<file path="src/rtl/s_machine_pkg.sv">
// s_machine_pkg: state encodings shared by the fetch/execute sequencer and its bench
package s_machine_pkg;
    localparam int STATE_W = 3;
    typedef enum logic [STATE_W-1:0] {
        IDLE  = 3'd0,
        FETCH = 3'd1,
        EXEC  = 3'd2,
        HALT  = 3'd3,
        FAULT = 3'd4
    } state_t;
endpackage

</file>
<file path="src/rtl/s_machine_seq_if.sv">
// s_machine_seq_if: instruction-memory fetch and execute-unit handshakes
interface s_machine_seq_if #(
    parameter int DATA_W = 16,
    parameter int ADDR_W = 8
) ();
    logic              imem_req;
    logic [ADDR_W-1:0] imem_addr;
    logic              imem_ack;
    logic [DATA_W-1:0] imem_data;
    logic              ex_valid;
    logic [DATA_W-1:0] ex_inst;
    logic              ex_done;
    logic              ex_branch;
    logic [ADDR_W-1:0] ex_target;
    logic              ex_halt;
    modport master (
        output imem_req, imem_addr, ex_valid, ex_inst,
        input  imem_ack, imem_data, ex_done, ex_branch, ex_target, ex_halt
    );
    modport slave (
        input  imem_req, imem_addr, ex_valid, ex_inst,
        output imem_ack, imem_data, ex_done, ex_branch, ex_target, ex_halt
    );
endinterface

</file>
<file path="src/rtl/s_machine_wdog.sv">
// s_machine_wdog: counts consecutive stalled cycles, trips on the WDOG_CYCLES-th one
module s_machine_wdog #(
    parameter int WDOG_CYCLES = 255
) (
    input  logic clk,
    input  logic reset,
    input  logic stall,
    output logic trip
);
    localparam int W = $clog2(WDOG_CYCLES + 1);
    logic [W-1:0] cnt_q, cnt_d;
    // a non-stall cycle always coincides with a state change, so it clears the count
    always_comb cnt_d = stall ? cnt_q + 1'b1 : '0;
    assign trip = stall && (cnt_q == W'(WDOG_CYCLES - 1));
    always_ff @(posedge clk) begin
        if (reset) cnt_q <= '0;
        else       cnt_q <= cnt_d;
    end
endmodule

</file>
<file path="src/rtl/s_machine_seq.sv">
// s_machine_seq: fetch/execute sequencer; watchdog fault path enabled by S_MACHINE_WDOG_EN
module s_machine_seq
    import s_machine_pkg::*;
#(
    parameter int DATA_W      = 16,
    parameter int ADDR_W      = 8,
    parameter int CNT_W       = 8,
    parameter int WDOG_CYCLES = 255
) (
    input  logic                clk,
    input  logic                reset,
    input  logic                enable,
    s_machine_seq_if.master     bus,
    output logic [ADDR_W-1:0]   pc,
    output logic [CNT_W-1:0]    count,
    output logic [STATE_W-1:0]  state,
    output logic                halted,
    output logic                fault
);
    state_t            state_q, state_d;
    logic [ADDR_W-1:0] pc_q, pc_d;
    logic [CNT_W-1:0]  count_q, count_d;
    logic [DATA_W-1:0] ir_q, ir_d;
    logic              wdog_trip;

    if (WDOG_CYCLES < 1) begin : g_bad_wdog
        $error("WDOG_CYCLES must be at least 1");
    end

`ifdef S_MACHINE_WDOG_EN
    logic stall;
    assign stall = (state_q == FETCH && !bus.imem_ack) || (state_q == EXEC && !bus.ex_done);
    s_machine_wdog #(.WDOG_CYCLES(WDOG_CYCLES)) u_wdog (
        .clk   (clk),
        .reset (reset),
        .stall (stall),
        .trip  (wdog_trip)
    );
    assign fault = state_q == FAULT;
`else
    assign wdog_trip = 1'b0;
    assign fault     = 1'b0;
`endif

    always_comb begin
        state_d = state_q;
        pc_d    = pc_q;
        count_d = count_q;
        ir_d    = ir_q;
        case (state_q)
            IDLE:  state_d = enable ? FETCH : IDLE;
            FETCH: begin
                if (wdog_trip) state_d = FAULT;
                else if (bus.imem_ack) begin
                    ir_d    = bus.imem_data;
                    state_d = EXEC;
                end
            end
            EXEC: begin
                if (wdog_trip) state_d = FAULT;
                else if (bus.ex_done) begin
                    count_d = count_q + 1'b1;
                    pc_d    = bus.ex_branch ? bus.ex_target : pc_q + 1'b1;
                    state_d = bus.ex_halt ? HALT : enable ? FETCH : IDLE;
                end
            end
            default: state_d = state_q;
        endcase
    end

    always_ff @(posedge clk) begin
        if (reset) begin
            state_q <= IDLE;
            pc_q    <= '0;
            count_q <= '0;
            ir_q    <= '0;
        end else begin
            state_q <= state_d;
            pc_q    <= pc_d;
            count_q <= count_d;
            ir_q    <= ir_d;
        end
    end

    assign bus.imem_req  = state_q == FETCH;
    assign bus.imem_addr = pc_q;
    assign bus.ex_valid  = state_q == EXEC;
    assign bus.ex_inst   = ir_q;
    assign pc            = pc_q;
    assign count         = count_q;
    assign state         = state_q;
    assign halted        = state_q == HALT || state_q == FAULT;
endmodule

</file>
<file path="src/flat_wrapper.sv">
// flat-port wrapper written by rule: the top's interface ports become plain ports
module s_machine_seq_flat import s_machine_pkg::*;
#(
    parameter int DATA_W      = 16,
    parameter int ADDR_W      = 8,
    parameter int CNT_W       = 8,
    parameter int WDOG_CYCLES = 255
)
  (clk, reset, enable, pc, count, state, halted, fault, bus_imem_req, bus_imem_addr, bus_ex_valid, bus_ex_inst, bus_imem_ack, bus_imem_data, bus_ex_done, bus_ex_branch, bus_ex_target, bus_ex_halt);
  s_machine_seq_if #(.DATA_W(DATA_W), .ADDR_W(ADDR_W)) bus_i ();
  input  logic clk;
  input  logic reset;
  input  logic enable;
  output logic [ADDR_W-1:0] pc;
  output logic [CNT_W-1:0] count;
  output logic [STATE_W-1:0] state;
  output logic halted;
  output logic fault;
  output wire logic [$bits(bus_i.imem_req)-1:0] bus_imem_req;
  output wire logic [$bits(bus_i.imem_addr)-1:0] bus_imem_addr;
  output wire logic [$bits(bus_i.ex_valid)-1:0] bus_ex_valid;
  output wire logic [$bits(bus_i.ex_inst)-1:0] bus_ex_inst;
  input wire logic [$bits(bus_i.imem_ack)-1:0] bus_imem_ack;
  input wire logic [$bits(bus_i.imem_data)-1:0] bus_imem_data;
  input wire logic [$bits(bus_i.ex_done)-1:0] bus_ex_done;
  input wire logic [$bits(bus_i.ex_branch)-1:0] bus_ex_branch;
  input wire logic [$bits(bus_i.ex_target)-1:0] bus_ex_target;
  input wire logic [$bits(bus_i.ex_halt)-1:0] bus_ex_halt;
  assign bus_imem_req = bus_i.imem_req;
  assign bus_imem_addr = bus_i.imem_addr;
  assign bus_ex_valid = bus_i.ex_valid;
  assign bus_ex_inst = bus_i.ex_inst;
  assign bus_i.imem_ack = bus_imem_ack;
  assign bus_i.imem_data = bus_imem_data;
  assign bus_i.ex_done = bus_ex_done;
  assign bus_i.ex_branch = bus_ex_branch;
  assign bus_i.ex_target = bus_ex_target;
  assign bus_i.ex_halt = bus_ex_halt;
  s_machine_seq #(.DATA_W(DATA_W), .ADDR_W(ADDR_W), .CNT_W(CNT_W), .WDOG_CYCLES(WDOG_CYCLES)) u_core (.clk(clk), .reset(reset), .enable(enable), .bus(bus_i), .pc(pc), .count(count), .state(state), .halted(halted), .fault(fault));
endmodule
</file>
<file path="config.mk">
export PLATFORM = sky130hd
export DESIGN_NAME = s_machine_seq_flat
export DESIGN_NICKNAME = d
export VERILOG_FILES = /design/src/rtl/s_machine_pkg.sv /design/src/rtl/s_machine_seq_if.sv /design/src/rtl/s_machine_wdog.sv /design/src/rtl/s_machine_seq.sv /design/src/flat_wrapper.sv
export SDC_FILE = /design/constraint.sdc
export NUM_CORES = 1
export LEC_CHECK = 0
export ABC_AREA = 0
export CORE_ASPECT_RATIO = 2
export CORE_MARGIN = 4
export CORE_UTILIZATION = 40
export DETAILED_ROUTE_END_ITERATION = 16
export PLACE_DENSITY_LB_ADDON = 0.08
export SYNTH_ARGS = -nofsm -noshare
export SYNTH_HDL_FRONTEND = slang
export SYNTH_SLANG_ARGS = --single-unit
</file>
<file path="constraint.sdc">
create_clock -name clk -period 1.7 [get_ports clk]
set_input_delay 0.17 -clock clk [delete_from_list [all_inputs] [get_ports clk]]
set_output_delay 0.17 -clock clk [all_outputs]
set_load 0.005 [all_outputs]
</file>
==> impl_metrics.json <==
{
  "maxCapViolCount": 0,
  "place.gp.congestion": 0.707,
  "netlist.top_cell.by_area": "dfxtp_1",
  "wl_met3_microns": 302,
  "clock-skew-final_ns": 0.00176,
  "timing.final.ws_setup_ns": 0.0784,
  "instance_count_after_placement_with_tap_cells_included": 318,
  "vias_per_cell": 4.87,
  "status": "completed",
  "final.fill_count": 364,
  "clk-insertion-delay-late_ns": 0.28,
  "worst_path_bufs_invs": 2,
  "die-area_sq_um": 5170,
  "synth_top_family_by_area": "simple AND/OR/NAND/NOR gates",
  "initial_core_util_pct": 41.5,
  "maxUsedRoutingLayer": "met4",
  "achievable-frequency_mhz": 617,
  "fin_setup_tns_ns": 0,
  "critPathSlowestCell": "clkdlybuf4s50_1",
  "finalCriticalPeriod_ns": 1.62,
  "layout-drive-gt1-share_pct": 9.82,
  "top_level_ports": 78,
  "starting_drc_count_in_detailed_routing": 25,
  "wl_met1_microns": 1600,
  "path_clk_slew_ns": 0.07,
  "cts_made_buffers": 5,
  "dr_total_vias": 1589,
  "hold-path-cell-count": 3,
  "antenna_found_initial": 0,
  "hold_viol_final": 0,
  "fp.dieW_microns": 52.9,
  "postPlaceCellArea_sq_um": 2420,
  "ff2ff_path_depth": 5,
  "post_synth_xor_xnor_area_pct": 3.80,
  "syn_avg_cell_area_sq_um": 8.06,
  "critPathMaxStageDelay_ns": 0.53,
  "critical_path.startpoint_type": "flip-flop",
  "asyncSetResetFlopFracSynth_pct": 0,
  "synth_enable_flop_cells": 0,
  "path_max_fanout": 6,
  "min_from": "bus_imem_data[2]",
  "nNetsFinal": 311,
  "maxSlewViolCount": 0,
  "crit_path_cell_trace": "inv_1 > ha_2 > clkdlybuf4s50_1",
  "cts_sinks": 34,
  "regToRegEndpoint": "u_core.bus.imem_addr[6]",
  "timing.hold.ws_ns": 0.434,
  "postRouteAntennaNets": 0,
  "synth_area_leaders": "dfxtp_1 (42%), nand2_1 (11%), a21oi_1 (7.1%), buf_4 (4.7%), ha_1 (4.7%)",
  "setup.reg_to_reg.worst_slack_ns": 0.26,
  "synth_top_cells_by_count": "nand2_1 (46), dfxtp_1 (34), a21oi_1 (23)",
  "grt.overflow.total": 0,
  "met2WireLength_microns": 2420,
  "crit_type": "reg -> out",
  "instances_no_fill": 326,
  "core.rowCount": 32,
  "worstReg2RegStart": "u_core.bus.imem_addr[1]",
  "postSynthCellCount": 200,
  "clk_path_buf_depth": 2,
  "avgRoutedWirePerCell_microns": 13.4,
  "worstPathRequired_ns": 1.53,
  "crit_arrival_ns": 1.45,
  "drt_wl_total_microns": 4360,
  "worst_path_dominant_cell_family": "buffers and inverters",
  "timing.critical_path.to_type": "output pin",
  "post_synth_and_or_nand_nor_area_fraction_pct": 22.0,
  "end_point_of_the_worst_hold_path": "u_core.bus.ex_inst[2]",
  "unrepaired_setup_endpoints_after_global_routing": "false",
  "flow.area_growth_from_synthesis_pct": 56.2,
  "die_h_microns": 97.8,
  "place.detailed.hpwl_microns": 3390,
  "worst_hold_path_type": "in -> reg",
  "ctsHtreeMaxLevel": 2,
  "power_leakage_nw": 0.917,
  "maximum_number_of_pins_on_one_net_before_global_route_repair": 21,
  "synth_mux_area_share_pct": 2.48,
  "netlist-cell-type-count": 34,
  "globalRouteTotalUtil_pct": 18.4,
  "design_area_sq_um": 2520,
  "setup_viol": 0,
  "cts_tree": "yes",
  "netlist_area_sq_um": 1610,
  "synth_adder_area_share_pct": 4.66,
  "main_synth_ff_type": "dfxtp_1",
  "cts-root-buf": "clkbuf_8",
  "ctsHoldBuffers": 0,
  "min_period_over_period_pct": 95.4,
  "post-synth-top-area-fraction_pct": 42.2,
  "grt_pass1_wl_microns": 7220,
  "vdd.ir_drop.worst_mv": 0.628,
  "vias_in_the_first_global_route": 1549,
  "synth_compound_area_share_pct": 15.6,
  "floorplan.core_area_sq_um": 3880,
  "cellPowerDensity_nw_per_um2": 675,
  "insertedDiodeCount": 0,
  "drt_first_pass_iters": 4,
  "io_buffer_count": 75,
  "yosysSeqAreaShare_pct": 42.2,
  "yosysWarnings": 0,
  "synth.most_common_cell": "nand2_1",
  "synthesized_flop_and_latch_total": 34,
  "route.detailed.drc": 0,
  "dp_slack_ns": 0.160
}
-- worst min-delay path: stages --
cell and delay (ns):
clkdlybuf4s50_1 0.39, nand2_1 0.05, a21oi_1 0.05
-- cells by family after synthesis --
family	count (synthesis)
fa+ha+maj	6
simple gates	80
buf+inv	27
xor+xnor	7
compound gates	41
other cells	1
flops	34
mux	4
-- worst max path at each step --
stage	startpoint	end	slack, ns	cells after the start
after detailed placement	u_core.state[0]	u_core.count[5]	0.16	7
after floorplan	u_core.state[0]	u_core.count[5]	0.25	7
after CTS	u_core.state[0]	bus_imem_req	0.008	2
after global routing	u_core.state[0]	bus_ex_valid	0.01	3
final	u_core.state[0]	bus_ex_valid	0.08	3
after global placement	bus_ex_branch	u_core.bus.imem_addr[0]	0.16	4
-- metrics by stage --
stage | util (%) | power [W]
finish | 64.8 | 0.00170
global route | 64.8 | 0.00178
CTS | 64.8 | 0.00173
detailed placement | 62.3 | 0.00111
global placement | 62.3 | 0.00111
floorplan | - | 0.000955
-- sequential cells by signal, indices dropped and copies added, names as in the netlist --
name / cells
u_core.count: 8
u_core.bus.ex_inst: 16
u_core.bus.imem_addr: 8
u_core.state: 2
-- routing by layer --
layer | track usage [%] | vias to the layer above
met3 | 5.04 | 4
met5 | 0 | -
met2 | 33.9 | 54
met4 | 6.50 | 0
met1 | 18.7 | 726
li1 | - | 805
-- placed cells by master (no fill, tap or decap), types with 4 or more instances in the layout --
cell,synthesis,routed
dfxtp_1,34,32
nand4_1,5,5
nor2_1,14,14
xor2_1,6,6
o21ai_0,4,4
clkbuf_8,0,6
nand2_1,46,46
a21oi_1,23,23
ha_1,6,4
inv_1,7,7
clkdlybuf4s50_1,0,75
mux2i_1,4,4
buf_4,10,9
-- area by class of cell --
class                   count  area [sq um]  share of cell area, %
flip-flops and latches     34           683                   27.1
inverters                   7          26.3                   1.04
multi-input cells         140           795                   31.6
well taps                  51          63.8                   2.53
clock buffers               7          86.3                   3.43
clock inverters             1          5.00                  0.199
repair buffers             86           858                   34.1
-- where the power goes --
group	switching (W)	internal, W
clock network	0.000277	0.000327
registers	0.0000166	0.000820
logic	0.000102	0.000158
total	0.000396	0.00130
-- what timing repair did --
action | 4_1_cts | 5_1_grt
gates resized for setup | 3 | 1
cloned | 0 | 0
setup endpoints to repair | 2 | 2
buffers inserted | 0 | 0
pin swaps | 0 | 0
(Power assumes the default switching activity.)
